### config.mk
export PLATFORM = sky130hd
export DESIGN_NAME = bp_update_scheduler
export DESIGN_NICKNAME = d
export VERILOG_FILES = /design/src/rtl/bp_update_scheduler.sv
export SDC_FILE = /design/constraint.sdc
export NUM_CORES = 1
export LEC_CHECK = 0
export ABC_AREA = 1
export CAP_MARGIN = 10
export CORE_MARGIN = 2
export CORE_UTILIZATION = 55
export CTS_CLUSTER_SIZE = 25
export DETAILED_ROUTE_END_ITERATION = 7
export DONT_BUFFER_PORTS = 1
export GPL_ROUTABILITY_DRIVEN = 0
export PLACE_DENSITY = 0.82
export SLEW_MARGIN = 20
export SYNTH_ARGS = -nofsm -noshare
export SYNTH_HDL_FRONTEND = slang
export SYNTH_SLANG_ARGS = --single-unit
### constraint.sdc
create_clock -name clk -period 3.4 [get_ports clk]
set_input_delay 0.68 -clock clk [delete_from_list [all_inputs] [get_ports clk]]
set_output_delay 0.68 -clock clk [all_outputs]
set_load 0.03 [all_outputs]
### src/rtl/bp_update_scheduler.sv
// -----------------------------------------------------------------------------
// bp_update_scheduler
//
// Resolves the branch sitting in ID against what IF predicted, drives the PC
// redirect on a misprediction, and queues the resulting BHT/BTB update in a
// small FIFO. The predictor tables have a single port, so this block also
// arbitrates that port between fetch lookups and queued updates. A lookup that
// hits the same index as the head update wins the port until the update has
// been blocked for STARVE_LIM consecutive cycles. At that point the update
// takes the port and the lookup is stalled.
//
// Ports
//   clk, rst              clock, synchronous active-high reset
//   enable                pipeline advance (0 = ID stalled, nothing enqueued)
//   lookup_valid, PC_curr fetch lookup request and PC
//   IF_ID_*               PC, 2-bit counter and target predicted for the ID insn
//   was_branch            ID instruction is a branch
//   actual_taken/target   resolved outcome
//   branch_mispredicted   combinational mispredict flag
//   redirect_pc           correct next PC
//   tbl_wen, tbl_widx     table write strobe and index
//   bht_wdata             new 2-bit counter value
//   btb_wen, btb_wdata    BTB write qualifier and target
//   lookup_stall          fetch lookup denied this cycle
//   upd_full              update FIFO holds DEPTH entries
//
// Optional feature (macro BP_FWD_EN)
//   Adds fwd_hit / fwd_counter / fwd_target. These forward the youngest queued
//   update whose index matches the fetch PC, so IF can override stale table
//   data before the update drains.
// -----------------------------------------------------------------------------
module bp_update_scheduler #(
    parameter int PC_W       = 16,
    parameter int IDX_W      = 3,
    parameter int DEPTH      = 2,
    parameter int STARVE_LIM = 3
) (
    input  logic             clk,
    input  logic             rst,
    input  logic             enable,
    input  logic             lookup_valid,
    input  logic [PC_W-1:0]  PC_curr,
    input  logic [PC_W-1:0]  IF_ID_PC_curr,
    input  logic [1:0]       IF_ID_prediction,
    input  logic [PC_W-1:0]  IF_ID_pred_target,
    input  logic             was_branch,
    input  logic             actual_taken,
    input  logic [PC_W-1:0]  actual_target,
    output logic             branch_mispredicted,
    output logic [PC_W-1:0]  redirect_pc,
    output logic             tbl_wen,
    output logic [IDX_W-1:0] tbl_widx,
    output logic [1:0]       bht_wdata,
    output logic             btb_wen,
    output logic [PC_W-1:0]  btb_wdata,
    output logic             lookup_stall,
    output logic             upd_full
`ifdef BP_FWD_EN
    ,
    output logic             fwd_hit,
    output logic [1:0]       fwd_counter,
    output logic [PC_W-1:0]  fwd_target
`endif
);

    localparam int PTR_W = $clog2(DEPTH);
    localparam int CNT_W = PTR_W + 1;
    localparam int STV_W = (STARVE_LIM > 0) ? $clog2(STARVE_LIM + 1) : 1;

    typedef struct packed {
        logic [IDX_W-1:0] idx;
        logic [1:0]       ctr;
        logic [PC_W-1:0]  target;
        logic             taken;
    } upd_t;

    // NOTE: the entry storage has no reset; an entry is only observable once
    // the occupancy count covers it, so clearing the pointers is enough.
    upd_t              mem_q [DEPTH];
    logic [PTR_W-1:0]  wr_ptr_q, wr_ptr_d;
    logic [PTR_W-1:0]  rd_ptr_q, rd_ptr_d;
    logic [CNT_W-1:0]  count_q,  count_d;
    logic [STV_W-1:0]  starve_q, starve_d;

    // ---------------------------------------------------------------- resolve
    logic             mispred;
    logic [1:0]       new_ctr;
    upd_t             new_entry;
    logic [IDX_W-1:0] lookup_idx;
    logic             unused_pc_bits;

    assign mispred = was_branch
                   & ((IF_ID_prediction[1] != actual_taken)
                   | (actual_taken & (IF_ID_pred_target != actual_target)));

    // NOTE: every always_comb output gets a default on entry so that no path
    // leaves it unassigned, which would infer a latch.
    always_comb begin
        new_ctr = IF_ID_prediction;
        if (actual_taken) begin
            if (IF_ID_prediction != 2'b11) new_ctr = IF_ID_prediction + 2'd1;
        end else begin
            if (IF_ID_prediction != 2'b00) new_ctr = IF_ID_prediction - 2'd1;
        end
    end

    assign new_entry  = '{idx:    IF_ID_PC_curr[IDX_W:1],
                          ctr:    new_ctr,
                          target: actual_target,
                          taken:  actual_taken};
    assign lookup_idx = PC_curr[IDX_W:1];

    // Halfword alignment bit and the high PC bits never index the tables.
    assign unused_pc_bits = ^{PC_curr[PC_W-1:IDX_W+1], PC_curr[0]};

    assign branch_mispredicted = !rst & mispred;
    assign redirect_pc = rst          ? '0 :
                         actual_taken ? actual_target :
                                        IF_ID_PC_curr + PC_W'(2);

    // -------------------------------------------------------------- arbitrate
    upd_t head;
    logic empty, full, conflict, at_limit, grant, push, pop;

    assign head     = mem_q[rd_ptr_q];
    assign empty    = (count_q == '0);
    assign full     = (count_q == CNT_W'(DEPTH));
    assign conflict = lookup_valid & (lookup_idx == head.idx);
    assign at_limit = (starve_q == STV_W'(STARVE_LIM));
    assign grant    = !rst & !empty & (!conflict | at_limit);
    assign pop      = grant;
    // A full FIFO still accepts an update when the head drains in the same cycle.
    assign push     = !rst & enable & was_branch & (!full | pop);

    assign tbl_wen      = grant;
    assign lookup_stall = grant & conflict;
    assign tbl_widx     = grant ? head.idx    : '0;
    assign bht_wdata    = grant ? head.ctr    : '0;
    assign btb_wen      = grant & head.taken;
    assign btb_wdata    = grant ? head.target : '0;
    assign upd_full     = !rst & full;

    always_comb begin
        wr_ptr_d = wr_ptr_q;
        rd_ptr_d = rd_ptr_q;
        count_d  = count_q;
        starve_d = starve_q;
        if (push) wr_ptr_d = wr_ptr_q + PTR_W'(1);
        if (pop)  rd_ptr_d = rd_ptr_q + PTR_W'(1);
        case ({push, pop})
            2'b10:   count_d = count_q + CNT_W'(1);
            2'b01:   count_d = count_q - CNT_W'(1);
            default: count_d = count_q;
        endcase
        // The starvation count only advances while an update is waiting and
        // loses the port. It never exceeds STARVE_LIM because the limit grants.
        if (empty || grant) starve_d = '0;
        else                starve_d = starve_q + STV_W'(1);
    end

    // NOTE: sequential state uses non-blocking assignments so every register
    // samples pre-edge values regardless of statement order.
    always_ff @(posedge clk) begin
        if (rst) begin
            wr_ptr_q <= '0;
            rd_ptr_q <= '0;
            count_q  <= '0;
            starve_q <= '0;
        end else begin
            wr_ptr_q <= wr_ptr_d;
            rd_ptr_q <= rd_ptr_d;
            count_q  <= count_d;
            starve_q <= starve_d;
        end
    end

    always_ff @(posedge clk) begin
        if (push) mem_q[wr_ptr_q] <= new_entry;
    end

`ifdef BP_FWD_EN
    // Scan oldest to youngest so the last match, which is the youngest, wins.
    always_comb begin
        fwd_hit     = 1'b0;
        fwd_counter = '0;
        fwd_target  = '0;
        if (!rst) begin
            for (int i = 0; i < DEPTH; i++) begin
                if ((CNT_W'(i) < count_q) &&
                    (mem_q[rd_ptr_q + PTR_W'(i)].idx == lookup_idx)) begin
                    fwd_hit     = 1'b1;
                    fwd_counter = mem_q[rd_ptr_q + PTR_W'(i)].ctr;
                    fwd_target  = mem_q[rd_ptr_q + PTR_W'(i)].target;
                end
            end
        end
    end
`endif

endmodule

**After elaboration in Yosys (flattened, before gate mapping)**

Memory sizes are Yosys's and may differ from the RTL's. A register that Yosys moved wholly into a read port is not among the register bits.
Cells that the tools add are included.

- Register bits after elaboration: 6
- Logic and storage cells: 58
- Input port bits: 72
- Memories kept: 1
- Memory bits (writable): 44

- Equal/unequal tests: 8
- Reduce and logical (&&, ||, !) cells: 9
- $add $sub $neg: 8
- Bitwise operators: 15
- Multiplexer cells: 13

Memory list:

| name | words | bits a word | rd ports | clocked after memory_dff | wr ports | RTL line | RTL |
|---|---|---|---|---|---|---|---|
| mem_q | 2 | 22 | 1 | 1 | 1 | 79 | `upd_t mem_q [DEPTH];` |

Operators by type and width:

| cell | count |
|---|---|
| $mux W16 | 3 |
| $add A16 B2 Y16 const B | 1 |
| $ne A16 B16 Y1 | 1 |
| $and A1 B1 Y1 | 12 |
| $mux W2 | 4 |
| $add A2 B1 Y2 const B | 3 |
| $eq A2 B2 Y1 const B | 3 |
| $logic_not A1 Y1 | 4 |
| $mux W1 | 4 |
| $pmux W2 S2 | 1 |
| $reduce_bool A2 Y1 | 2 |
| $sub A2 B1 Y2 const B | 2 |
| $eq A3 B3 Y1 | 1 |
| $mux W3 | 1 |
| $or A1 B1 Y1 | 3 |
| $add A1 B1 Y1 const B | 2 |
| $eq A2 B1 Y1 const B | 1 |
| $logic_not A2 Y1 | 1 |
| $ne A2 B2 Y1 const B | 1 |
| $reduce_or A2 Y1 | 1 |
| $logic_or A1 B1 Y1 | 1 |
| $ne A1 B1 Y1 | 1 |

**Depth between registers and ports, before layout**

Gate-level depths: netlist of run 1.

- Depth in word-level cells: 9
- Mapped depth: 14
- Depth with buffers taken out: 13

**Least setup slack after synthesis of run 1**

No wires, ideal clock.

- Path kind: input to output
- From: input IF_ID_PC_curr[1]
- To: output redirect_pc[15]
- Data required time: 2.720 ns
- Stages on the path: 10
- Setup slack: 0.813 ns
- Path buffers: 0
- Arrival time: 1.907 ns
- Path through: ha_1 nand3_1 nor3_4 nand3_2 nor2_2 nand3_1 xor2_1 nand2_1 nand2_1 inv_1

- Word-level cells in the longest chain between the ends: 3

Ends and longest elaborated chain:

| what | RTL line | RTL |
|---|---|---|
| start, declared | 43 | `input logic [PC_W-1:0] IF_ID_PC_curr,` |
| $add A16 B2 Y16 | 119 | `IF_ID_PC_curr + PC_W'(2);` |
| $mux W16 | 118 | `actual_taken ? actual_target :` |
| $mux W16 | 117 | `assign redirect_pc = rst ? '0 :` |
| end, declared | 50 | `output logic [PC_W-1:0] redirect_pc,` |

No other way between the ends.

==> impl_results.md, run 1 <==
* Inserted Clock Buffers at 5
* Most instantiated cells after synthesis: 75 x nand2_1, 45 x inv_1, 44 x edfxtp_1
* Dpl ws at just over 0.6 ns
* Seq cells post-synth at 51
* Final period utilization at 0.896
* Fill cells at 457
* Die height at 76.1 um
* Final worst slack at around 0.35 ns
* Hold WS at 0.437 ns
* Final wirelength at 6.85 mm
* Slew HR at 0.403
* Clock-pin transition on the worst setup and hold timing paths at 0.09 ns
* CP max FO at 25
* Initial core utilization at 0.563
* Highest clock rate at about 330 MHz
* Post-synth ARST share at 0
* Placed insts at 419
* Iteration-0 DRC Markers at 132
* Top Ports at 114
* Largest cells by area after synthesis: edfxtp_1 46%, nand2_1 9.9%, inv_1 5.9%, a21oi_1 5.8%, dfxtp_1 4.9%
* Cells on Worst Hold Path at 1
* Final Core Density at 0.633
* Final hold violations at 0
* Syn Inst Count at 336
* WS Path Type: flop to primary output
* IO buf count at 0
* Distinct cells, synth at 33
* Die width at 76.1 um
* Synth Net Count at 410
* Worst VDD drop at 0.268 mV
* Largest net degree at the start of global routing at 26
* Post-CTS Setup Bufs at 0
* Die footprint at between 5000 and 6000 sq um
* Remaining Overflow, GRT at 0
* Area leader, netlist: edfxtp_1
* Vias post-DR at 2324
* Static Leakage at around 1.4 nW
* Worst setup EP type: primary output
* CTS root buffer: clkbuf_8
* Mapped Avg Cell Area at around 8.5 sq um
* Cell count of the worst reg-to-reg path at 11
* Antenna violations before repair at 0
* Clock Tree Buf Depth at 2
* Main synth FF type: edfxtp_1
* Layout Cells excl Fill at 427
* RSZ-0062 raised after global routing: no
* Sequential area share after synthesis at 0.511
* Worst-margin pin slew at about 0.89 ns
* Layout area overhead at 12.3%
* Slew Viols, Final at 0
* Core Rows at 26
* CTS sink count at 51
* Status: complete, no violations
* Htree depth at 2
* DP Wirelength at 5.14 mm
* Cts hold-fix bufs at 0
* Synth warn at 0
* Core ar. at ~5100 sq um
* GRT Resource Usage Total at 0.240
* Worst skew pair latency at around 0.31 ns
* DR WL/cell at 16.0 um
* TNS Setup at 0 ns
* Critical Path AT at 2.37 ns
* Number of synthesized flops with an enable pin at 44
* Hold Crit Class: flop to flop
* Worst Path Required at 2.72 ns
* First-pass GRT wire length at 10.9 mm
* Layout cells sized above 1 at 0.140
* Drt first pass iters at 4
* Final antenna-violating net count at 0
* Minimum clock period at approximately 3 ns
* Yosys top cell area share at 0.462
* Vias per Instance at 5.44
* Final setup fails at 0
* Remaining DRCs at 0
* Inserted Diodes at 0
* Post-Synthesis Cell Area at 2860 sq um
* Startpoint class of the critical path: flop
* PwrDens at 489 nW/um^2
* # Max-Cap Violations at 0
* Top-count cell post-synth: nand2_1
* Nets at 430
* Skew final at 0.00649 ns
* CTS tree: built
* Post-CTS sizing at 0
* Vias in the first global route at 2215
-- worst max-delay path: stages (launching register included) --
cell	delay [ns]
dfxtp_1	0.47
buf_4	0.30
nand2_1	0.11
nand3_1	0.09
nand2_1	0.08
nor2_2	0.17
nand3_2	0.14
nand2_4	0.27
inv_2	0.18
nand3_1	0.10
inv_1	0.14
-- cell families after synthesis --
| family | synth area share |
|---|---|
| buf+inv | 0.0832 |
| xor+xnor | 0.0490 |
| fa+ha+maj | 0.00876 |
| simple gates | 0.236 |
| flops | 0.511 |
| compound gates | 0.111 |
-- stage by stage --
| stage | total power, mW | instance area, sq um |
|---|---|---|
| 6_report | 1.57 | 3210 |
| 5_1_grt | 1.63 | 3210 |
| 3_3_place_gp | 1.13 | 3090 |
| 4_1_cts | 1.56 | 3210 |
| 2_1_floorplan | 1.05 | 2860 |
| 3_5_place_dp | 1.14 | 3090 |
-- where the power goes --
part	total [mW]	internal, mW	switching (mW)
Clock	0.445	0.238	0.206
Combinational	0.398	0.116	0.282
Sequential	0.726	0.708	0.0187
Total	1.57	1.06	0.507
-- area by class of cell --
class,instances,area [sq um],area share
flip-flops and latches,51,1460,0.455
multi-input cells,226,1170,0.364
repair buffers,24,193,0.0600
inverters,48,183,0.0569
well taps,70,87.6,0.0273
clock buffers,6,82.6,0.0257
clock inverters,2,35.0,0.0109
-- final timing paths --
check,from,endpoint,slack [ns]
setup / recovery,flop,lookup_stall,0.35
hold reg to reg,starve_q[0],starve_q[0],0.44
hold / removal,starve_q[0],starve_q[0],0.44
setup reg to reg,flop,mem_q[1][0],0.97
-- per-layer routing --
layer  vias to the layer above  GRT usage  part of all wire
li1                       1144          -                 -
met1                      1085      0.271              0.39
met2                        89      0.430              0.52
met3                         6     0.0853             0.083
met4                         0     0.0636             0.011
met5                         -          0                 0
-- state kept, by name (all words and copies together) (netlist names), named ones only --
| signal | count |
|---|---|
| starve_q | 2 |
| rd_ptr_q | 1 |
| count_q | 2 |
| mem_q | 44 |
| wr_ptr_q | 1 |
-- cell usage in the layout, fill, tap and decap left out, types with 3 or more instances in the layout --
master / n
o21ai_0: 17
nand3_1: 14
edfxtp_1: 44
nand4_1: 3
xnor2_1: 3
inv_1: 45
o22ai_1: 4
clkbuf_8: 6
nand3_2: 3
a21oi_1: 33
buf_4: 23
nand2_1: 75
nand2_2: 4
dfxtp_1: 7
xor2_1: 13
nor3_1: 4
nor2_2: 4
nor2_1: 30
(Power assumes the default switching activity.)
==> run 2: changes to the inputs <==
--- a/config.mk
+++ b/config.mk
@@ -14,6 +14,7 @@
 export DONT_BUFFER_PORTS = 1
 export GPL_ROUTABILITY_DRIVEN = 0
 export PLACE_DENSITY = 0.82
+export REMOVE_ABC_BUFFERS = 1
 export SLEW_MARGIN = 20
 export SYNTH_ARGS = -nofsm -noshare
 export SYNTH_HDL_FRONTEND = slang
==> impl_results.md, run 2 (synthesis results as in run 1) <==
* Slew Viols, Final at 0
* Iteration-0 DRC Markers at around 160
* DR WL/cell at 15.9 um
* Hold WS at roughly 0.43 ns
* First-pass GRT wire length at 10.7 mm
* R2R Setup Slk at 0.85 ns
* Worst-margin pin slew at around 0.90 ns
* Htree depth at 2
* PwrDens at 467 nW/um^2
* Vias post-DR at 2346
* WS Path Type: flop to primary output
* Final period utilization at 0.911
* Delay-heaviest family, CP: simple AND/OR/NAND/NOR gates
* CP max FO at 25
* Core Rows at 26
* CTS root buffer: clkbuf_8
* Worst path depth at 10
* Worst Path Required at 2.72 ns
* Remaining DRCs at 0
* Post-CTS sizing at 0
* Highest clock rate at 323 MHz
* Worst VDD drop at 0.211 mV
* Die footprint at 5790 sq um
* Worst setup EP type: primary output
* Cell count of the worst reg-to-reg path at 10
* Hold Crit Class: flop to flop
* GRT Resource Usage Total at 0.234
* RSZ-0062 raised after global routing: no
* Worst skew pair latency at around 0.3 ns
* Most frequent cells in the layout: 75 x nand2_1, 45 x inv_1, 44 x edfxtp_1
* Core ar. at ~5100 sq um
* CP max stage cell: dfxtp_1
* Remaining Overflow, GRT at 0
* Static Leakage at 1.38 nW
* Largest reg by FF count: mem_q
* Final hold violations at 0
* DR top layer: met4
* Final worst slack at 0.301 ns
* Minimum clock period at 3.10 ns
* Die width at between 70 and 80 um
* Final Core Density at 0.625
* Crit-path cells: buf_4 -> nand2_1 -> nand3_1 -> nand2_1 -> nor2_2 -> nand3_2 -> nand2_4 -> inv_2 -> nand3_1 -> inv_1
* WP buf/inv at 3
* TNS Setup at 0 ns
* Power Total at approximately 1.5 mW
* DP Wirelength at 5.04 mm
* Skew final at 0.00797 ns
* Cts hold-fix bufs at 0
* Slew HR at 0.392
* Biggest registers after layout: mem_q x44, count_q x2, starve_q x2
* Met3 routed WL at 586 um
* Startpoint class of the critical path: flop
* Die height at 76.1 um
* Detail Route met2 WL at roughly 3.5 mm
* Initial core utilization at 0.563
* CTS tree: built
* Inserted Diodes at 0
* Nets at 430
* Antenna violations before repair at 0
* Drt first pass iters at 4
* Layout cells sized above 1 at 0.137
* Final antenna-violating net count at 0
* Final setup fails at 0
* Top Ports at about 110
* Most common library cell in the layout ignoring fill and taps: nand2_1
* IO buf count at 0
* Status: complete, no violations
* Clock Tree Buf Depth at 2
* Inserted Clock Buffers at 5
* Clock-pin transition on the worst setup and hold timing paths at 0.09 ns
* CTS sink count at 51
* Met1 wire length at 2.58 mm
* Layout area overhead at 11.0%
* Critical Path AT at 2.42 ns
* Vias per Instance at between 5 and 6
* Post-CTS Setup Bufs at 0
* Number of flip-flops in the largest register at 44
* # Max-Cap Violations at 0
* Largest stage delay on the critical path at 0.57 ns
* Cells on Worst Hold Path at 1
* Final wirelength at 6.81 mm
* Vias in the first global route at 2328
* Dpl ws at 0.622 ns
* Largest net degree at the start of global routing at 26
## run 2: path summary, 6_finish.rpt
| kind | start | endpoint |
|---|---|---|
| max | flop | lookup_stall |
| min | starve_q[0] | starve_q[0] |
| max reg2reg | flop | mem_q[1][9] |
| min reg2reg | starve_q[0] | starve_q[0] |
## run 2: layout make-up
type / count / area, sq um
sequential: 51 / 1460
multi-input combinational: 226 / 1170
clock buffer: 7 / 86.3
inverter: 48 / 183
fill: 451 / 1900
tap: 70 / 87.6
clock inverter: 1 / 5.00
timing repair buffer: 24 / 180
## run 2: per-stage QoR
stage	instance area, sq um	cells
after floorplan	2800	325
after global placement	3080	419
after detailed placement	3080	419
after CTS	3170	427
after global routing	3170	427
final	3170	427
## run 2: power breakdown
| part | switching (mW) | internal (mW) | leakage [nW] |
|---|---|---|---|
| clock network | 0.188 | 0.165 | 0.0482 |
| logic | 0.283 | 0.116 | 0.874 |
| registers | 0.0205 | 0.707 | 0.456 |
## run 2: layer usage
layer / GRT usage / vias to the layer above
li1: - / 1144
met1: 0.268 / 1054
met2: 0.429 / 128
met3: 0.0462 / 20
met4: 0.0964 / 0
met5: 0 / -
